==> config.mk <==
export PLATFORM = sky130hd
export DESIGN_NAME = primo_nth
export DESIGN_NICKNAME = d
export VERILOG_FILES = /design/src/rtl/primo_nth.sv
export SDC_FILE = /design/constraint.sdc
export NUM_CORES = 1
export LEC_CHECK = 0
export CAP_MARGIN = 0
export CORE_AREA = 2 2 69 71
export CTS_CLUSTER_SIZE = 40
export DETAILED_ROUTE_END_ITERATION = 10
export DIE_AREA = 0 0 71 73
export PLACE_DENSITY = 0.85
export SLEW_MARGIN = 20
export SYNTH_ARGS = -nofsm -noshare
export SYNTH_HDL_FRONTEND = slang
export SYNTH_SLANG_ARGS = --single-unit
==> constraint.sdc <==
create_clock -name clk -period 2.8 [get_ports clk]
set_clock_uncertainty 0.05 [all_clocks]
set_input_delay 0.28 -clock clk [delete_from_list [all_inputs] [get_ports clk]]
set_output_delay 0.28 -clock clk [all_outputs]
set_load 0.02 [all_outputs]
==> src/rtl/primo_nth.sv <==
// primo_nth: initiator for the prime generator go/ready/error handshake; returns the n-th prime.
// Optional feature macro PRIMO_RESUME_EN: resume counting from the last completed index.
module primo_nth #(
  parameter int WIDTH_LOG = 4,
  parameter int CNT_WIDTH = 8
) (
  input  logic                        clk,
  input  logic                        rst_n,
  input  logic                        start,
  input  logic [CNT_WIDTH-1:0]        n,
  output logic                        ready,
  output logic                        error,
  output logic [(1<<WIDTH_LOG)-1:0]   prime,
  output logic                        gen_go,
  output logic                        gen_rst,
  input  logic                        gen_ready,
  input  logic                        gen_error,
  input  logic [(1<<WIDTH_LOG)-1:0]   gen_res
);

  localparam int WIDTH = 1 << WIDTH_LOG;

  // Handshake: gen_go is a one-cycle pulse issued only while gen_ready=1 and
  // gen_rst=0; the generator drops gen_ready the cycle after it sees gen_go and
  // raises it again (with gen_res/gen_error valid) when the step completes.
  typedef enum logic [2:0] {
    IDLE  = 3'd0,
    GRST  = 3'd1,
    ISSUE = 3'd2,
    GAP   = 3'd3,
    WAIT  = 3'd4,
    ERR   = 3'd5
  } state_t;

  state_t               state;
  logic [CNT_WIDTH-1:0] n_q;
  logic [CNT_WIDTH-1:0] cnt;
  logic [CNT_WIDTH-1:0] cnt_inc;

`ifdef PRIMO_RESUME_EN
  logic [CNT_WIDTH-1:0] last_n;
  logic                 resume_ok;
`endif

  assign cnt_inc = cnt + CNT_WIDTH'(1);

  always_ff @(posedge clk or negedge rst_n) begin
    if (!rst_n) begin
      state   <= IDLE;
      ready   <= 1'b1;
      error   <= 1'b0;
      prime   <= '0;
      gen_go  <= 1'b0;
      gen_rst <= 1'b1;
      n_q     <= '0;
      cnt     <= '0;
`ifdef PRIMO_RESUME_EN
      last_n    <= '0;
      resume_ok <= 1'b1;
`endif
    end else begin
      case (state)
        IDLE, ERR: begin
          gen_rst <= 1'b0;
          gen_go  <= 1'b0;
          if (start) begin
            n_q   <= n;
            error <= 1'b0;
`ifdef PRIMO_RESUME_EN
            // The generator still holds the last_n-th prime, so counting can continue.
            if (resume_ok && (n >= last_n)) begin
              cnt <= last_n;
              if (n == last_n) begin
                state <= IDLE;
                ready <= 1'b1;
              end else begin
                state <= ISSUE;
                ready <= 1'b0;
              end
            end else begin
              cnt     <= '0;
              ready   <= 1'b0;
              gen_rst <= 1'b1;
              state   <= GRST;
            end
`else
            cnt     <= '0;
            ready   <= 1'b0;
            gen_rst <= 1'b1;
            state   <= GRST;
`endif
          end
        end

        GRST: begin
          gen_rst <= 1'b0;
`ifdef PRIMO_RESUME_EN
          resume_ok <= 1'b1;
`endif
          if (n_q == '0) begin
            prime <= WIDTH'(1);
            ready <= 1'b1;
            state <= IDLE;
`ifdef PRIMO_RESUME_EN
            last_n <= '0;
`endif
          end else begin
            state <= ISSUE;
          end
        end

        ISSUE: begin
          if (gen_ready) begin
            gen_go <= 1'b1;
            state  <= GAP;
          end
        end

        // gen_ready is stale during the go cycle; skip it before watching for completion.
        GAP: begin
          gen_go <= 1'b0;
          state  <= WAIT;
        end

        WAIT: begin
          if (gen_ready) begin
            if (gen_error) begin
              error <= 1'b1;
              ready <= 1'b1;
              state <= ERR;
`ifdef PRIMO_RESUME_EN
              resume_ok <= 1'b0;
`endif
            end else begin
              cnt <= cnt_inc;
              if (cnt_inc == n_q) begin
                prime <= gen_res;
                ready <= 1'b1;
                state <= IDLE;
`ifdef PRIMO_RESUME_EN
                last_n <= cnt_inc;
`endif
              end else begin
                state <= ISSUE;
              end
            end
          end
        end

        default: begin
          state   <= IDLE;
          ready   <= 1'b1;
          gen_go  <= 1'b0;
          gen_rst <= 1'b0;
        end
      endcase
    end
  end

  a_go_safe: assert property (@(posedge clk) disable iff (!rst_n)
    gen_go |-> (!gen_rst && gen_ready));

  a_ready_idle: assert property (@(posedge clk) disable iff (!rst_n)
    ready |-> (state == IDLE || state == ERR));

endmodule

**Word level (Yosys, flattened, before mapping)**

Index checks and enable logic that the tools add are counted.

- Register bits after elaboration: 39
- Input bits: 29
- Logic and storage cells: 69
- RAM bits: 0
- Memories kept: 0
- ROM bits: 0
- Latch bits: 0

- Reductions and logical operators: 15
- Bitwise operators: 2
- Equality and inequality tests: 14
- Order comparisons: 0
- Multipliers: 0
- Shift operators: 0
- Add/subtract/negate cells: 1
- Multiplexer cells: 29
- Div/mod/pow operators: 0

Operators with widths:

| operator | count |
|---|---|
| 16-bit two-way mux | 4 |
| 16-bit case mux with 2 select lines | 1 |
| 8-bit two-way mux | 3 |
| 8-bit case mux with 2 select lines | 1 |
| 3-bit case mux with 5 select lines | 1 |
| 2-bit inequality test (second input constant) | 7 |
| 3-bit two-way mux | 4 |
| 5-bit AND reduction | 2 |
| 1-bit two-way mux | 9 |
| 8-bit by 1-bit adder with 8-bit output (second input constant) | 1 |
| 8-bit == test | 1 |
| 8-bit logical NOT | 1 |
| 4-bit AND reduction | 2 |
| 3-bit by 2-bit == test with 1-bit output (second input constant) | 2 |
| 3-bit == test (second input constant) | 2 |
| 1-bit case mux with 2 select lines | 3 |
| 2-bit OR reduction | 3 |
| 2-bit two-way mux | 2 |
| 1-bit case mux with 4 select lines | 1 |
| 2-bit AND reduction | 2 |
| 2-bit nonzero test | 2 |
| 3-bit by 1-bit == test with 1-bit output (second input constant) | 1 |
| 3-bit logical NOT | 1 |
| 3-bit inequality test (second input constant) | 1 |
| other kinds (3) | 4 |

**Logic depth before layout (Yosys ltp)**

Gate-level depths: netlist (run 1).

- Word-level depth: 6
- Depth in mapped cells: 9
- Depth with buffers taken out: 7

**Least setup slack after synthesis (run 1)**

OpenSTA, ideal clock, no wires.

- Path type: register to register
- From: register cnt[0]
- To: register prime[0]
- Data required time: 2,623 ps
- Data arrival time: 2,223 ps
- Clock period less this slack: 2,401 ps
- Stages on the path, launching flop included: 9
- Slack: 399 ps
- Cells stage by stage: dfrtp_1 -> ha_1 -> xor2_1 -> a311oi_1 -> o221ai_1 -> a2111oi_4 -> and3_1 -> buf_6 -> mux2_1

- Word-level cells in the longest chain between the ends: 4

RTL lines:

| what | line | RTL |
|---|---|---|
| start: declaration | 37 | `logic [CNT_WIDTH-1:0] cnt;` |
| start signal: assignment | 135 | `cnt <= cnt_inc;` |
| 8-bit by 1-bit adder with 8-bit output | 45 | `assign cnt_inc = cnt + CNT_WIDTH'(1);` |
| 8-bit == test | 136 | `if (cnt_inc == n_q) begin` |
| 2-bit inequality test (no line) | -- |  |
| 5-bit AND reduction (no line) | -- |  |
| end signal: assignment | 137 | `prime <= gen_res;` |
| end: declaration | 13 | `output logic [(1<<WIDTH_LOG)-1:0] prime,` |

Every way passes these cells.
A chain may end at the register's enable or synchronous reset.

**Worst setup path in the final report (run 1)**

- From: register cnt[0]
- To: register prime[5]

Same word-level chain as after synthesis.

==> results of run 1 <==
[layout make-up]
type	instances	area [sq um]	share of cell area
inverters	19	71.3	0.0259
clock buffers	5	68.8	0.0250
flip-flops and latches	39	978	0.355
well taps	54	67.6	0.0245
repair buffers	49	483	0.175
clock inverters	3	43.8	0.0159
multi-input cells	153	1040	0.378
[cell families (layout without fill, tap and decap cells)]
kind of cell	after synthesis	count (layout)	share of synthesized area
compound gates	42	42	0.139
xor+xnor	8	8	0.0390
fa+ha+maj	1	1	0.00581
buf+inv	28	76	0.0616
flops	39	39	0.455
mux	26	26	0.126
simple gates	76	76	0.174
[registers in the layout (all words and copies together) (netlist names)]
register  cells
gen_go        1
state         3
n_q           8
error         1
prime        16
gen_rst       1
ready         1
cnt           8
[cell usage after synthesis (2+ instances only)]
cell type | n | area, sq um
mux2i_1 | 18 | 180
o21ai_0 | 16 | 80.1
buf_2 | 2 | 10.0
mux2_2 | 7 | 78.8
dfstp_2 | 2 | 52.6
inv_1 | 19 | 71.3
xor2_1 | 2 | 17.5
xnor2_1 | 5 | 43.8
clkbuf_1 | 4 | 15.0
nor2_1 | 14 | 52.6
dfrtp_1 | 37 | 926
a22o_1 | 2 | 17.5
and3_1 | 4 | 25.0
o31ai_1 | 3 | 22.5
a311oi_1 | 2 | 17.5
nor3b_1 | 2 | 15.0
a21oi_1 | 6 | 30.0
nor2b_1 | 4 | 25.0
nand2_1 | 32 | 120
nand2b_1 | 4 | 25.0
nand3_1 | 6 | 30.0
[per-layer routing]
layer | part of all wire | vias to the layer above
met3 | 0.057 | 8
met2 | 0.48 | 47
met5 | 0 | -
li1 | - | 853
met4 | 0.018 | 0
met1 | 0.45 | 836
[where the power goes]
group | internal (mW) | switching (mW) | total (mW)
registers | 0.757 | 0.219 | 0.976
logic | 0.486 | 0.466 | 0.952
clock network | 0.265 | 0.202 | 0.467
total | 1.51 | 0.887 | 2.39
[critical path, cell delays in order (launching register included)]
cell and delay [ns]:
dfrtp_1 0.47, ha_1 0.36, xor2_1 0.17, a311oi_1 0.21, o221ai_1 0.20, a2111oi_4 0.31, and3_1 0.23, buf_4 0.27
mux2i_1 0.23
[worst min-delay path by stage]
stage                     start  cells after the start  slack [ns]     end
after floorplan           rst_n                      0       -0.07  cnt[0]
after global placement    rst_n                      1        0.38  n_q[2]
after detailed placement  rst_n                      1        0.39  n_q[0]
after CTS                 rst_n                      1        0.06  cnt[5]
after global routing      rst_n                      1        0.11  n_q[0]
final                     rst_n                      1        0.04  cnt[0]
[stage by stage]
step	total power, mW	hold slack (ns)
floorplan	1.56	-0.0656
global placement	1.90	0.378
detailed placement	1.94	0.394
CTS	2.41	0.0613
global route	2.55	0.113
finish	2.39	0.0386
==> run metrics, run 1 <==
Via density=5.42; share of layout cells above drive strength 1=0.0896; WL final=4690 microns; Seq/Total Area, Yosys=0.455; TritonCTS Buffers=5; M3 GR Usage=0.0497; Fin. Hold Viols=0; Max FO, Critical Path=15; fin crit share=0.923; area of all placed cells without fillers=2750 sq um; pwr dens=870 nW/um^2; setup TNS=0 ns; number of antenna violations at the first check in global routing=0; CP Capture Point=prime[5]; Area growth syn-to-layout=28.0%; Post-Syn Area per Cell=9.78 sq um; final-report max-slew violation count=0; layer with the highest usage=met2; chip width=71 microns; # DRC=0; most frequent cells in the layout=clkdlybuf4s50_1 (47), dfrtp_1 (37), nand2_1 (32); CTS tree=done; CTS Buffer Depth=2; cts-stage hold buffer count=0; CP Launch Point=cnt[0]; GRT overflow=0; commonest non-fill, non-tap cell in the layout=clkdlybuf4s50_1; Ys Warns=0; final core occ=0.607; Async SR Flop Fraction=1.00; Die Area=5180 sq um; Antenna diodes=0; DR iter-0 viols=approximately 120; pre-CTS WS=0.212 ns; vias in the first global route=1592; status=finished, final reports clean; Worst EP required=2.97 ns; Crit path arrival time=2.75 ns; pin count of the biggest net entering global routing=40; Setup Buffers After CTS=0; Tmin final=2.58 ns; Cell Area, Placed=2640 sq um; Critical R2R Launch=cnt[0]; Setup crit end kind=register; Starting Density=0.474; setup violators final=0; core area=4540 sq um; Hold Path Class=input pin to async pin; post-route insts no fill=approximately 320; Row Count=25; final worst slack=0.215 ns; clk root buf=clkbuf_8; R2R Path End=prime[5]; R2R depth=8; routed len/inst=around 15 microns; max-cap viol count=0; port bufs=48; Worst Setup Start Kind=register; first-pass GRT wire length=7730 microns; fillers=370; static leakage=1.19 nW; First-pass DRT Iterations=4; worst vdd ir=0.000595 V; Via Count=roughly 1700; M1 GR Usage=0.255; r2r setup slk=0.22 ns; post-cts sizing count=0; GPL Wtd Cong=0.842; I/O Pins=49; FF+latch count, synth=39; CTS sink count=39; DP HPWL=3420 microns; antenna-violating nets left=0; GRT Total Usage=0.194; nets=297; ys flop type=dfrtp_1; Skew-Pair Late Insertion Delay=0.30 ns; WS Path Type=register to register; clock-pin slew on the worst setup and hold paths=about 0.080 ns; Mapped Nets=250; relative slew slack=0.441; Die H=~73 microns; RSZ-0062 raised after global routing=no; cell count after placement=between 300 and 400; Mapped Cells=220; met2 Use GR=0.308; Worst Tran Pin Value=0.839 ns; Max Fclk=387 MHz; Netlist Area Pre-Place=2150 sq um; Synth cell types=50; H-tree levels=2; Post-synth EDFFs=0
No activity file was read; power rests on OpenSTA's default activity.
==> run 2: changes to the inputs <==
--- a/config.mk
+++ b/config.mk
@@ -10,6 +10,7 @@
 export CTS_CLUSTER_SIZE = 40
 export DETAILED_ROUTE_END_ITERATION = 10
 export DIE_AREA = 0 0 71 73
+export HOLD_SLACK_MARGIN = 0.15
 export PLACE_DENSITY = 0.85
 export SLEW_MARGIN = 20
 export SYNTH_ARGS = -nofsm -noshare
==> run 2 against run 1 <==
  * Utilization increased by 0.22 points
  * Sequential power hardly changed
  * Clock power about the same
  * Via count is 0.52% higher
  * Register-to-register slack barely moved
  * Highest routed layer unchanged
==> run metrics, run 2 (synthesized netlist as in run 1, its figures left out) <==
I/O Pins=49 (unchanged); commonest non-fill, non-tap cell in the layout=clkdlybuf4s50_1; r2r setup slk=0.21 ns (about the same); register share of total power=0.407 (about the same); Reg with most FFs=prime; R2R depth=8 (unchanged); H-tree levels=2 (unchanged); Die Area=5180 sq um (unchanged); DP HPWL=3420 microns (unchanged); CP top delay family=compound AO/OA/AOI/OAI gates; Worst Tran Pin Value=0.838 ns (-0.00137 ns); first-pass GRT wire length=7760 microns (+0.36%); chip width=71 microns (unchanged); most frequent cells in the layout=clkdlybuf4s50_1 (47), dfrtp_1 (37), nand2_1 (32); layer with the highest usage=met2; # DRC=0 (unchanged); switch share=0.370 (about the same); static leakage=1.20 nW (+0.35%); status=finished, final reports clean; Crit path arrival time=2.75 ns (about the same); M1 GR Usage=0.256 (+0.000892); setup violators final=0 (unchanged); RSZ-0062 raised after global routing=no; clock-pin slew on the worst setup and hold paths=0.08 ns (about the same); Critical R2R Launch=cnt[0]; Setup Buffers After CTS=0 (unchanged); Setup crit end kind=register; Hold Path Class=input pin to register; final worst slack=0.214 ns (-0.00111 ns); antenna-violating nets left=0 (unchanged); CTS tree=done; routed len/inst=14.6 microns (+0.18%); Via Count=1753 (+0.52%); post-route insts no fill=323 (+0.31%); Sw Pwr=0.888 mW (+0.16%); GRT Total Usage=0.195 (+0.000591); clock power share=0.195 (about the same); First-pass DRT Iterations=4 (unchanged); relative slew slack=0.442 (+0.000911); GRT overflow=0 (unchanged); CTS Buffer Depth=2 (unchanged); DR iter-0 viols=114 (-8.1%); max reg flops=16 (unchanged); Worst EP required=2.97 ns (about the same); met2 Use GR=0.309 (+0.00104); Skew-Pair Late Insertion Delay=0.30 ns (about the same); pwr dens=867 nW/um^2 (-0.27%); final hold slack=0.474 ns (+0.435 ns); CTS sink count=39 (unchanged); pin count of the biggest net entering global routing=40 (unchanged); max-cap viol count=0 (unchanged); Max Fclk=387 MHz (about the same); Max FO, Critical Path=15 (unchanged); vias in the first global route=1598 (+0.38%); combinational share of power=0.398 (about the same); R2R Path End=prime[5]; Fin. Hold Viols=0 (unchanged); clk root buf=clkbuf_8; Int Power=1.51 mW (about the same); critical path's slowest cell=dfrtp_1; M3 GR Usage=0.0497 (unchanged); TritonCTS Buffers=5 (unchanged); biggest regs=prime: 16 flops, cnt: 8 flops, n_q: 8 flops; Worst Setup Start Kind=register; nets=298 (+0.34%); Starting Density=0.474 (unchanged); Row Count=25 (unchanged); pre-CTS WS=0.212 ns (unchanged); Tmin final=2.59 ns (+0.00111 ns); cell count after placement=314 (unchanged); worst vdd ir=0.000597 V (+0.21%); Worst path max stage delay=0.47 ns (about the same); Levels on crit path=8 (unchanged); final-report max-slew violation count=0 (unchanged); GPL Wtd Cong=0.842 (unchanged); CP bufs+invs=1 (unchanged); Area growth syn-to-layout=28.4%; Die H=73 microns (unchanged); port bufs=48 (unchanged); crit-path cells=ha_1 -> xor2_1 -> a311oi_1 -> o221ai_1 -> a2111oi_4 -> and3_1 -> buf_4 -> mux2i_1; number of antenna violations at the first check in global routing=0 (unchanged); WL final=4710 microns (+0.49%); CP Launch Point=cnt[0]; core area=4540 sq um (unchanged); CP Capture Point=prime[5]; setup TNS=0 ns (unchanged); WS Path Type=register to register; fin crit share=0.923 (about the same); Via density=5.43 (+0.20%); share of layout cells above drive strength 1=0.0892 (-0.000333); Antenna diodes=0 (unchanged); Hold Crit Depth=3
## run 2: changes by cell type in the layout (fill, tap and decap cells not counted), sizes merged
cell,previous run,this run
dlygate4sd3,0,1
## run 2: worst min path at each step
stage | startpoint | end | slack [ns]
after global placement | rst_n | n_q[2] | 0.38
after floorplan | rst_n | cnt[0] | -0.07
after global routing | gen_res[12] | prime[12] | 0.48
final | gen_res[11] | prime[11] | 0.47
after CTS | gen_res[6] | prime[6] | 0.47
after detailed placement | rst_n | n_q[0] | 0.39
## run 2: stage by stage
| stage | instance area, sq um | util | power, mW |
|---|---|---|---|
| floorplan | 2150 | - | 1.56 |
| global placement | 2640 | 0.582 | 1.90 |
| detailed placement | 2640 | 0.582 | 1.94 |
| CTS | 2760 | 0.609 | 2.41 |
| global route | 2760 | 0.609 | 2.55 |
| finish | 2760 | 0.609 | 2.40 |
## run 2: power by group through the flow
stage | registers [mW] | clock network [mW] | logic, mW
floorplan | 1.02 | 0 | 0.541
global placement | 0.975 | 0 | 0.926
detailed placement | 0.977 | 0 | 0.959
CTS | 0.971 | 0.481 | 0.962
global route | 1.01 | 0.506 | 1.04
finish | 0.976 | 0.468 | 0.953
## run 2: timing repair
item,in CTS,in global routing
hold buffers,1,0
hold endpoints to repair,37,0
resized for setup,0,0
## run 2: cell type report
type | instances | area, sq um
Multi-Input combinational cell | 153 | 1040
Clock buffer | 5 | 68.8
Sequential cell | 39 | 978
Fill cell | 370 | 1770
Tap cell | 54 | 67.6
Clock inverter | 3 | 43.8
Timing Repair Buffer | 50 | 493
Inverter | 19 | 71.3
## run 2: tightest hold or removal path: stages
cell and delay, ns:
clkdlybuf4s50_1 0.39, inv_1 0.05, mux2i_1 0.06
## run 2: per-layer routing
layer	share of wire	up-vias
met5	0	-
met4	0.018	0
met3	0.062	8
met2	0.48	57
met1	0.44	832
li1	-	856
